File: src/rtl/serial_sub_pkg.sv
// Shared definitions for the bit-serial subtractor: state encoding and
// the default operand width used by the top level.
package serial_sub_pkg;

  // Default operand/result width in bits.
  localparam int DEFAULT_WIDTH = 8;

  // Controller states. The encoding is fixed so that other blocks and
  // debug tools see the same values.
  typedef enum logic [1:0] {
    IDLE = 2'd0,
    RUN  = 2'd1,
    DONE = 2'd2
  } state_t;

endpackage : serial_sub_pkg

File: src/rtl/serial_sub_full_sub.sv
// One-bit full subtractor: computes a - b - bin for a single bit position
// and produces the difference bit and the borrow into the next position.
module full_sub (
  input  logic a,
  input  logic b,
  input  logic bin,
  output logic d,
  output logic bout
);

  // Difference bit is the parity of the three inputs.
  assign d    = a ^ b ^ bin;

  // A borrow is needed when b exceeds a outright, or when a and b are equal
  // and a borrow is already pending from the lower bit.
  assign bout = (~a & b) | (~(a ^ b) & bin);

endmodule : full_sub

File: src/rtl/serial_sub.sv
// Bit-serial subtractor. A start in IDLE captures a and b, then one bit is
// processed per clock LSB-first through a single full subtractor. The
// result is assembled by shifting difference bits in from the MSB end so
// that after WIDTH shifts the first bit lands in position 0.
module serial_sub
  import serial_sub_pkg::*;
#(
  parameter int WIDTH = DEFAULT_WIDTH
) (
  input  logic             clk,
  input  logic             rst,
  input  logic             start,
  input  logic [WIDTH-1:0] a,
  input  logic [WIDTH-1:0] b,
  output logic             busy,
  output logic             done,
  output logic [WIDTH-1:0] diff,
  output logic             bout
);

  // The counter only has to reach WIDTH-1; keep at least one bit so the
  // smallest legal widths still get a real register.
  localparam int            CW   = (WIDTH > 2) ? $clog2(WIDTH) : 1;
  localparam logic [CW-1:0] LAST = CW'(WIDTH - 1);

  state_t           r_state;
  logic [WIDTH-1:0] r_a;
  logic [WIDTH-1:0] r_b;
  logic [WIDTH-1:0] r_diff;
  logic [CW-1:0]    r_count;
  logic             r_borrow;
  logic             r_bout;
  logic             r_busy;
  logic             r_done;

  logic             w_diffBit;
  logic             w_borrowNext;

  // The single shared bit slice always looks at the current LSBs and the
  // running borrow.
  full_sub u_fullSub (
    .a    (r_a[0]),
    .b    (r_b[0]),
    .bin  (r_borrow),
    .d    (w_diffBit),
    .bout (w_borrowNext)
  );

  // Controller and datapath in one block. busy follows the RUN state, while
  // done is raised on the way out of DONE so the pulse lands in the cycle
  // after the DONE state and never overlaps busy. bout is only refreshed on
  // the final bit so it keeps reporting the last completed result while a
  // new operation is still in progress.
  always_ff @(posedge clk) begin
    if (rst) begin
      r_state  <= IDLE;
      r_a      <= '0;
      r_b      <= '0;
      r_diff   <= '0;
      r_count  <= '0;
      r_borrow <= 1'b0;
      r_bout   <= 1'b0;
      r_busy   <= 1'b0;
      r_done   <= 1'b0;
    end else begin
      case (r_state)
        IDLE: begin
          r_done <= 1'b0;
          if (start) begin
            r_a      <= a;
            r_b      <= b;
            r_diff   <= '0;
            r_count  <= '0;
            r_borrow <= 1'b0;
            r_busy   <= 1'b1;
            r_state  <= RUN;
          end
        end

        RUN: begin
          r_diff   <= {w_diffBit, r_diff[WIDTH-1:1]};
          r_a      <= r_a >> 1;
          r_b      <= r_b >> 1;
          r_borrow <= w_borrowNext;
          r_count  <= r_count + 1'b1;
          if (r_count == LAST) begin
            r_bout  <= w_borrowNext;
            r_busy  <= 1'b0;
            r_state <= DONE;
          end
        end

        DONE: begin
          r_done  <= 1'b1;
          r_state <= IDLE;
        end

        default: begin
          r_busy  <= 1'b0;
          r_done  <= 1'b0;
          r_state <= IDLE;
        end
      endcase
    end
  end

  assign busy = r_busy;
  assign done = r_done;
  assign diff = r_diff;
  assign bout = r_bout;

endmodule : serial_sub

File: config.mk
export PLATFORM = sky130hd
export DESIGN_NAME = serial_sub
export DESIGN_NICKNAME = d
export VERILOG_FILES = /design/src/rtl/serial_sub_pkg.sv /design/src/rtl/serial_sub_full_sub.sv /design/src/rtl/serial_sub.sv
export SDC_FILE = /design/constraint.sdc
export NUM_CORES = 1
export LEC_CHECK = 0
export BUFFER_PORTS_ARGS = -buffer_cell sky130_fd_sc_hd__buf_4
export CAP_MARGIN = 20
export CELL_PAD_IN_SITES_DETAIL_PLACEMENT = 1
export CELL_PAD_IN_SITES_GLOBAL_PLACEMENT = 2
export CORE_ASPECT_RATIO = 1.5
export CORE_MARGIN = 10
export CORE_UTILIZATION = 30
export CTS_CLUSTER_SIZE = 16
export DETAILED_ROUTE_END_ITERATION = 16
export GPL_TIMING_DRIVEN = 0
export HOLD_SLACK_MARGIN = 0.06
export PLACE_DENSITY = 0.74
export SYNTH_ARGS = -nofsm -noshare
export SYNTH_HDL_FRONTEND = slang
export SYNTH_SLANG_ARGS = --single-unit
File: constraint.sdc
create_clock -name clk -period 3.5 [get_ports clk]
set_clock_uncertainty 0.2 [all_clocks]
set_input_delay 0.7 -clock clk [delete_from_list [all_inputs] [get_ports clk]]
set_output_delay 0.7 -clock clk [all_outputs]
set_load 0.02 [all_outputs]
==> flow_summary_export.csv <==
group,metric,value,unit
layout,area_delta_synth_final,29.0,%
place,place_congestion,0.742,
grt,grt_start_max_net_pins,12,
power_and_ir_drop,power_density,524,nW/um^2
outcome,status,"finished, final reports clean",
logic_synthesis,synth_area,1390,sq um
timing,fin_tns_setup,0,ps
timing,whs,296,ps
routing,vias,1143,
setup_path,worstSetupPathType,"register to output port",
layout,layout_common_cells,"33 x dfxtp_1, 31 x buf_4, 31 x nor2_1",
layout,final_util,39.9,%
setup_path,startpoint_type,"register",
routing,routedWlPerCell,15.9,um
grt,use_met3,3.82,%
clock_network,numCtsBuffers,5,
die,rows,30,
die,die_h,103,um
timing,setup_slack,1770,ps
clock_network,clk_path_buf_depth,2,
setup_path,endpoint_kind,"output port",
clock_network,hold_buffers,0,
clock_network,postCtsSetupBuffers,0,
grt,grt_use_met1,8.89,%
routing,detail_route.first_pass.iterations,4,
power_and_ir_drop,clockPowerShare,45.2,%
place,dp_hpwl,2.77,mm
clock_network,cts-resized-gates,0,
layout,design_area,1800,sq um
routing,first_iter_violations,42,
clock_network,h-tree-depth,2,
job,drv_cap,0,
clock_network,root_buffer,"clkbuf_8",
hold_path,worstHoldPathType,"register to register",
layout,nets,196,
die,start_util,30.9,%
power_and_ir_drop,comb_power_share,11.5,%
logic_synthesis,ys_types,27,
routing,drc,0,
power_and_ir_drop,swShare,22.3,%
power_and_ir_drop,intPower,732,uW
power_and_ir_drop,pwr-share-seq,43.3,%
clock_network,clock-sinks,33,
logic_synthesis,ys_seq_elements,33,
layout,layout_commonest_cell,"dfxtp_1",
routing,viasPerCell,5.13,
timing,relSlewSlack,67.0,%
setup_path,cp.arrival,830,ps
logic_synthesis,synthCells,139,
setup_path,path_max_fanout,3,
timing,slew_violations,0,
setup_path,crit_family,"flip-flops",
die,dieArea,7820,sq um
routing,drt_wl_total,3.55,mm
setup_path,path_cells,"buf_4",
timing,rsz0062_at_grt,"false",
die,io_pins,30,
timing,timing.final.crit_period,1730,ps
grt,grt_pass1_wl,5.83,mm
place,portBuffers,28,
timing,maxClockFrequency,579,MHz
timing,hold_violations,0,
grt,grt_use_total,9.81,%
setup_path,slowest_stage,"dfxtp_1",
grt,grt.busiest_layer,"met2",
timing,finalCritPeriodShare,49.3,%
timing,setup_viol,0,
routing,detail-route-antenna-nets,0,
layout,drive_gt1_share,27.4,%
setup_path,path_buf_inv,1,
logic_synthesis,syn_avg_cell_area,10.0,sq um
timing,worst_pin_slew,495,ps
logic_synthesis,synth_fp_nets,161,
setup_path,cpPeakStageDelay,380,ps
grt,grt_overflow,0,
clock_network,clk_pin_slew,70,ps
logic_synthesis,ys_warn_count,0,
logic_synthesis,synth-seq-area-share,47.4,%
place,dp_slack,1600,ps
place,dpl_cell_area,1660,sq um
clock_network,clk_latency,290,ps
power_and_ir_drop,power.leakage,0.000752,uW
clock_network,cts_tree,"built",
die,fp.dieW,75.6,um
grt,antenna_found_initial,0,
power_and_ir_drop,irDropWorstVdd,0.380,mV
power_and_ir_drop,power.switching,210,uW
setup_path,required,2600,ps
layout,diodes,0,
die,core,4500,sq um
grt,met2_usage,18.8,%
grt,grt_pass1_vias,1274,
==> flip-flops by register name, indices dropped and copies added (netlist names) <==
register and flops:
r_count 3, r_b 8, done 1, r_a 8, bout 1, r_borrow 1
busy 1, diff 8, r_state 2
==> final cells by class <==
| type | instances | area (sq um) |
|---|---|---|
| Fill cell | 526 | 2710 |
| Sequential cell | 33 | 661 |
| Multi-Input combinational cell | 91 | 624 |
| Timing Repair Buffer | 28 | 210 |
| Buffer | 12 | 96.3 |
| Clock buffer | 5 | 68.8 |
| Clock inverter | 3 | 65.1 |
| Tap cell | 48 | 60.1 |
| Inverter | 3 | 11.3 |
==> Yosys cell counts (all sizes together) <==
cell type   n  area [sq um]
a311oi      1          8.76
nor2b       2          15.0
fa          1          20.0
o21ba       1          10.0
clkbuf      4          15.0
buf         8          81.3
a22oi      12          90.1
nor3b       2          15.0
dfxtp      33           661
a21oi       3          15.0
a211oi     12           100
nor3        2          10.0
o21bai      1          7.51
nor2       31           116
inv         3          11.3
o21ai       1          5.00
nor4b       2          17.5
or2b        1          7.51
mux2i      14           140
ha          2          25.0
nor4        2          12.5
a2bb2oi     1          8.76
==> power by group through the flow <==
stage	combinational [uW]	clock, uW	sequential [uW]
after CTS	111	435	408
after global placement	107	0	415
after global routing	120	452	410
after detailed placement	111	0	416
after floorplan	71.5	0	415
final	108	426	408
==> per-layer routing <==
metal	wire (um)	up-vias
met4	51	0
met1	1280	552
met3	213	6
li1	-	562
met5	0	-
met2	2010	23
==> worst min-delay path, cell delays in order (launching register included) <==
cell	delay, ps
dfxtp_1	330
a21oi_1	60
nor2_1	70
==> worst paths after layout <==
| check | start | end | slack, ps | cells after the start |
|---|---|---|---|---|
| min reg2reg | done$_SDFFE_PP0N_ | done$_SDFFE_PP0N_ | 300 | 2 |
| min | done$_SDFFE_PP0N_ | done$_SDFFE_PP0N_ | 300 | 2 |
| max | diff[7]$_SDFFE_PP0P_ | diff[7] | 1770 | 1 |
| max reg2reg | r_state[1]$_SDFFE_PP0P_ | r_count[1]$_SDFFE_PP0P_ | 2000 | 5 |
==> cell families after synthesis <==
logic type | Yosys count | share of synthesized area (%)
buffers and inverters | 15 | 7.73
AOI/OAI and AO/OA | 32 | 17.6
adders and majority gates | 3 | 3.23
muxes | 14 | 10.1
DFF | 33 | 47.4
and+or+nand+nor | 42 | 13.9
==> through the flow <==
step,cells,power [uW]
floorplan,139,486
global placement,215,522
detailed placement,215,527
CTS,223,954
global route,223,983
finish,223,942
Power figures use the tool's default switching activity.
